===== config.mk =====
export PLATFORM = sky130hd
export DESIGN_NAME = pc_redirect_unit
export DESIGN_NICKNAME = d
export VERILOG_FILES = /design/src/rtl/pc_redirect_unit.sv
export SDC_FILE = /design/constraint.sdc
export NUM_CORES = 1
export LEC_CHECK = 0
export ABC_AREA = 1
export BUFFER_PORTS_ARGS = -buffer_cell sky130_fd_sc_hd__buf_2
export CELL_PAD_IN_SITES_DETAIL_PLACEMENT = 0
export CELL_PAD_IN_SITES_GLOBAL_PLACEMENT = 1
export CORE_MARGIN = 3
export CORE_UTILIZATION = 35
export CTS_CLUSTER_SIZE = 8
export DETAILED_ROUTE_END_ITERATION = 6
export GPL_TIMING_DRIVEN = 0
export PLACE_DENSITY = 0.75
export REMOVE_ABC_BUFFERS = 1
export SLEW_MARGIN = 40
export SYNTH_ARGS = -nofsm -noshare
export SYNTH_HDL_FRONTEND = slang
export SYNTH_SLANG_ARGS = --single-unit

===== constraint.sdc =====
create_clock -name clk -period 10.5 [get_ports clk]
set_clock_uncertainty 0.15 [all_clocks]
set_input_delay 2.1 -clock clk [delete_from_list [all_inputs] [get_ports clk]]
set_output_delay 2.1 -clock clk [all_outputs]
set_load 0.1 [all_outputs]

===== src/rtl/pc_redirect_unit.sv =====
// rtl/pc_redirect_unit.sv - fetch PC owner with execute-driven redirect, drain and flush window
//
// Purpose:
//   Holds the architectural fetch PC. Steps it by 4 on fetch_advance, and on an
//   accepted execute redirect (ex_valid && ex_jump while running) loads the new
//   target. A non-cancellable in-flight fetch is waited out first (DRAIN), then
//   IF/ID is squashed for FLUSH_CYCLES cycles (FLUSH). Misaligned targets are
//   sent to TRAP_VECTOR and raise a one-cycle trap record.
//
// Ports:
//   clk, reset          clock, asynchronous active-high reset
//   ex_valid_i          execute result valid this cycle
//   ex_jump_i           instruction in execute transfers control
//   ex_target_i         computed branch/jump target
//   ex_pc_i             PC of the jumping instruction
//   fetch_advance_i     fetch consumed pc_out_o; step to pc_out_o + 4
//   fetch_busy_i        fetch has an outstanding non-cancellable request
//   fetch_resp_valid_i  outstanding request completes this cycle
//   pc_out_o            current fetch PC
//   flush_o             squash IF/ID and discard fetch responses
//   stall_fetch_o       fetch must not issue; advance is ignored
//   trap_valid_o        one-cycle misaligned-target trap pulse
//   trap_pc_o           ex_pc of the trapping jump
//   trap_tval_o         offending target
//   redirect_count_o    accepted redirects, trapped ones included

module pc_redirect_unit #(
   parameter logic [63:0] RESET_PC     = 64'h0,
   parameter logic [63:0] TRAP_VECTOR  = 64'h100,
   parameter int          FLUSH_CYCLES = 2,
   parameter int          CNT_W        = 32
) (
   input  logic             clk,
   input  logic             reset,
   input  logic             ex_valid_i,
   input  logic             ex_jump_i,
   input  logic [63:0]      ex_target_i,
   input  logic [63:0]      ex_pc_i,
   input  logic             fetch_advance_i,
   input  logic             fetch_busy_i,
   input  logic             fetch_resp_valid_i,
   output logic [63:0]      pc_out_o,
   output logic             flush_o,
   output logic             stall_fetch_o,
   output logic             trap_valid_o,
   output logic [63:0]      trap_pc_o,
   output logic [63:0]      trap_tval_o,
   output logic [CNT_W-1:0] redirect_count_o
);

   typedef enum logic [1:0] {
      S_RUN   = 2'd0,
      S_DRAIN = 2'd1,
      S_FLUSH = 2'd2
   } state_t;

   localparam logic [3:0] FLUSH_INIT = 4'(FLUSH_CYCLES);

   state_t           state_q, state_d;
   logic [3:0]       cnt_q, cnt_d;
   logic [63:0]      pc_q, pc_d;
   logic [63:0]      new_pc_q, new_pc_d;
   logic             flush_q, flush_d;
   logic             stall_q, stall_d;
   logic             trap_valid_q, trap_valid_d;
   logic [63:0]      trap_pc_q, trap_pc_d;
   logic [63:0]      trap_tval_q, trap_tval_d;
   logic [CNT_W-1:0] count_q, count_d;

   logic             accept;
   logic             misaligned;
   logic [63:0]      target_pc;

   // Only requests seen while running are real; anything during DRAIN/FLUSH
   // belongs to a younger, already-squashed instruction.
   assign accept     = (state_q == S_RUN) && ex_valid_i && ex_jump_i;
   assign misaligned = (ex_target_i[1:0] != 2'b00);
   assign target_pc  = misaligned ? TRAP_VECTOR : ex_target_i;

   always_comb begin
      state_d      = state_q;
      cnt_d        = cnt_q;
      pc_d         = pc_q;
      new_pc_d     = new_pc_q;
      trap_valid_d = 1'b0;
      trap_pc_d    = trap_pc_q;
      trap_tval_d  = trap_tval_q;
      count_d      = count_q;

      case (state_q)
         S_RUN: begin
            if (accept) begin
               // Redirect wins over a same-cycle advance.
               new_pc_d = target_pc;
               count_d  = count_q + CNT_W'(1);
               if (misaligned) begin
                  trap_valid_d = 1'b1;
                  trap_pc_d    = ex_pc_i;
                  trap_tval_d  = ex_target_i;
               end
               if (!fetch_busy_i || fetch_resp_valid_i) begin
                  pc_d    = target_pc;
                  state_d = S_FLUSH;
                  cnt_d   = FLUSH_INIT;
               end else begin
                  state_d = S_DRAIN;
               end
            end else if (fetch_advance_i) begin
               pc_d = pc_q + 64'd4;
            end
         end
         S_DRAIN: begin
            // The completing response is dropped by the high flush.
            if (fetch_resp_valid_i) begin
               pc_d    = new_pc_q;
               state_d = S_FLUSH;
               cnt_d   = FLUSH_INIT;
            end
         end
         S_FLUSH: begin
            if (cnt_q <= 4'd1) begin
               state_d = S_RUN;
               cnt_d   = 4'd0;
            end else begin
               cnt_d = cnt_q - 4'd1;
            end
         end
         default: begin
            state_d = S_RUN;
            cnt_d   = 4'd0;
         end
      endcase

      // Registered view of the next state so flush/stall come straight from flops.
      flush_d = (state_d != S_RUN);
      stall_d = (state_d != S_RUN);
   end

   always_ff @(posedge clk or posedge reset) begin
      if (reset) begin
         state_q      <= S_RUN;
         cnt_q        <= 4'd0;
         pc_q         <= RESET_PC;
         new_pc_q     <= RESET_PC;
         flush_q      <= 1'b0;
         stall_q      <= 1'b0;
         trap_valid_q <= 1'b0;
         trap_pc_q    <= 64'd0;
         trap_tval_q  <= 64'd0;
         count_q      <= '0;
      end else begin
         state_q      <= state_d;
         cnt_q        <= cnt_d;
         pc_q         <= pc_d;
         new_pc_q     <= new_pc_d;
         flush_q      <= flush_d;
         stall_q      <= stall_d;
         trap_valid_q <= trap_valid_d;
         trap_pc_q    <= trap_pc_d;
         trap_tval_q  <= trap_tval_d;
         count_q      <= count_d;
      end
   end

   assign pc_out_o         = pc_q;
   assign flush_o          = flush_q;
   assign stall_fetch_o    = stall_q;
   assign trap_valid_o     = trap_valid_q;
   assign trap_pc_o        = trap_pc_q;
   assign trap_tval_o      = trap_tval_q;
   assign redirect_count_o = count_q;

endmodule


==> impl_metrics.env <==
export IMPL_cts_max_level=2
export IMPL_yosysMostFrequentCell="nand2_1"
export IMPL_min_path_type="flop to flop"
export IMPL_cts_resized=0
export IMPL_cp_arrival_ns=4.61
export IMPL_critPathCaptureType="flop"
export IMPL_setup_viol=0
export IMPL_async_flop_share=1.00
export IMPL_cts_buffers=43
export IMPL_wl_microns=47300
export IMPL_stdcell_count=2888
export IMPL_worst_slew_margin_rel=0.542
export IMPL_die_y_microns=212
export IMPL_die_area_sq_um=44800
export IMPL_clkSlewWorstSetupHoldPaths_ns=0.05
export IMPL_placement_rows=74
export IMPL_hold_violations=0
export IMPL_synth_top_cell_by_area="dfrtp_1"
export IMPL_clock_sinks=296
export IMPL_hpwl_microns=34200
export IMPL_max_stage_delay_ns=0.48
export IMPL_diodes=0
export IMPL_syn_mean_instance_area_sq_um=7.38
export IMPL_max_freq_mhz=232
export IMPL_yosys_area_top_type_share=0.501
export IMPL_dp_cells=2836
export IMPL_fillers=4241
export IMPL_tightest_slew_ns=0.687
export IMPL_num_vias=13900
export IMPL_synth_seq_cells=296
export IMPL_hold_start="trap_tval_o[22]"
export IMPL_synth_common_cells="nand2_1 (798), dfrtp_1 (296), inv_1 (190)"
export IMPL_core_area_sq_um=41300
export IMPL_critical_path_required_ns=10.79
export IMPL_placed_cell_area_sq_um=17400
export IMPL_grt_max_degree=110
export IMPL_startpoint="ex_jump_i"
export IMPL_grt_overflow=0
export IMPL_path_cells="buf_2, nand2_1, inv_1, nand2_8, buf_16, nor2_4, buf_16, buf_8, inv_8, buf_16, nand2_1, nand2_1"
export IMPL_cp_top_family="buffers and inverters"
export IMPL_layout_nets=2489
export IMPL_r2r_setup_slack_ns=7.09
export IMPL_synth_edf_count=0
export IMPL_path_max_fanout=99
export IMPL_antenna_found_initial=0
export IMPL_postLayoutCellArea_sq_um=18600
export IMPL_ys_flop_type="dfrtp_1"
export IMPL_rsz0062_at_grt="no"
export IMPL_area_growth_pct=25.6
export IMPL_io_buffer_count=361
export IMPL_io_pins=362
export IMPL_path_class="input port to flop"
export IMPL_slowest_stage="nor2_4"
export IMPL_post_route_cells_drive_above_1_share=0.190
export IMPL_synth_seq_area_share=0.501
export IMPL_min_period_ns=4.32
export IMPL_grt_util_all_layers=0.209
export IMPL_via_per_inst=4.82
export IMPL_hold_buffers=0
export IMPL_ant_nets=0
export IMPL_cts_setup_buffers=0
export IMPL_syn_cell_area_sq_um=14800
export IMPL_die_w_microns=212
export IMPL_grt_pass1_wl_microns=74700
export IMPL_insertion_delay_ns=0.56
export IMPL_synthesis_instances=2005
export IMPL_crit_buf_inv=7
export IMPL_drc_errors=0
export IMPL_cts_tree="done"
export IMPL_drv_slew=0
export IMPL_status="complete, no violations"
export IMPL_wire_per_inst_microns=16.4
export IMPL_first_pass_iters=5
export IMPL_start_util=0.358
export IMPL_drv_cap=0
export IMPL_drt_iter0_markers=844
export IMPL_grt_pass1_vias=13500
export IMPL_cts_root_buf="clkbuf_16"
export IMPL_clockBufferDepth=3
export IMPL_yosysWarningCount=0
export IMPL_synth_area_leaders="dfrtp_1 (50%), nand2_1 (20%), nand3_1 (5.1%)"
export IMPL_ys_types=34
export IMPL_timing_rr_start="state_q[0]"
export IMPL_critPathLaunchType="input port"
export IMPL_fin_crit_sh=0.411
export IMPL_gp_congestion=0.860
[final cells by class]
| cell class | instances | area (sq um) | area share |
|---|---|---|---|
| sequential | 296 | 7410 | 0.399 |
| multi-input combinational | 1436 | 6340 | 0.341 |
| timing repair buffer | 379 | 2220 | 0.120 |
| clock buffer | 48 | 1130 | 0.0606 |
| inverter | 194 | 754 | 0.0406 |
| tap | 532 | 666 | 0.0358 |
| clock inverter | 3 | 55.1 | 0.00296 |
[worst register-to-register path, delay by kind of cell, from the launching register on]
kind / cells / cell delay (ns)
buffers and inverters: 5 / 1.13
and+or+nand+nor: 5 / 1.41
DFF: 1 / 0.61
[path summary, 6_finish.rpt]
kind                                        end  cells past startpoint
worst max-delay path              trap_pc_o[14]                     12
worst min-delay path            trap_tval_o[22]                      2
worst max register to register    trap_pc_o[14]                     10
worst min register to register  trap_tval_o[22]                      2
max in group asynchronous       trap_tval_o[42]                      4
min in group asynchronous         trap_pc_o[41]                      2
[kinds of logic after synthesis]
group / share of synthesized area
AOI/OAI and AO/OA: 0.0796
and+or+nand+nor: 0.327
DFF: 0.501
adders and majority gates: 0.00338
buffers and inverters: 0.0726
xor gates and xnor gates: 0.0172
[cells in the final DEF, fill, tap and decap left out, drive strengths merged]
cell type	instances
nor3b	3
and3	1
o21ai	89
clkinv	2
nand4	12
o21a	1
o211ai	9
nor4	1
ha	4
bufinv	1
nor3	41
a31oi	1
dfrtp	296
xnor2	9
nand3	150
a21oi	56
o22ai	5
clkbuf	48
xor2	20
o21bai	43
inv	194
nand2	799
a21boi	1
nor2	190
a22o	1
buf	379
[routing by layer]
layer / up-vias / GRT usage / share of wire
li1: 6958 / - / -
met1: 6526 / 0.281 / 0.45
met2: 390 / 0.342 / 0.47
met3: 57 / 0.0442 / 0.065
met4: 0 / 0.0580 / 0.020
met5: - / 0 / 0
[registers in the layout, summed over array words and instances (netlist names)]
name,count
state_q,2
cnt_q,4
stall_fetch_o,1
new_pc_q,64
pc_out_o,64
trap_pc_o,64
trap_valid_o,1
trap_tval_o,64
redirect_count_o,32
[metrics by stage]
stage	setup WS, ns	hold WS [ns]	TNS [ns]	utilization
6_report	6.18	0.310	0	0.450
5_1_grt	5.97	0.327	0	0.450
4_1_cts	5.80	0.316	0	0.449
3_5_place_dp	5.23	0.303	0	0.421
3_3_place_gp	-3.75	0.299	-1305.67	0.410
2_1_floorplan	0.0742	0.295	0	-
Power is not shown: default switching activity piles up to over one toggle a cycle in this logic, so the estimate is an artifact.
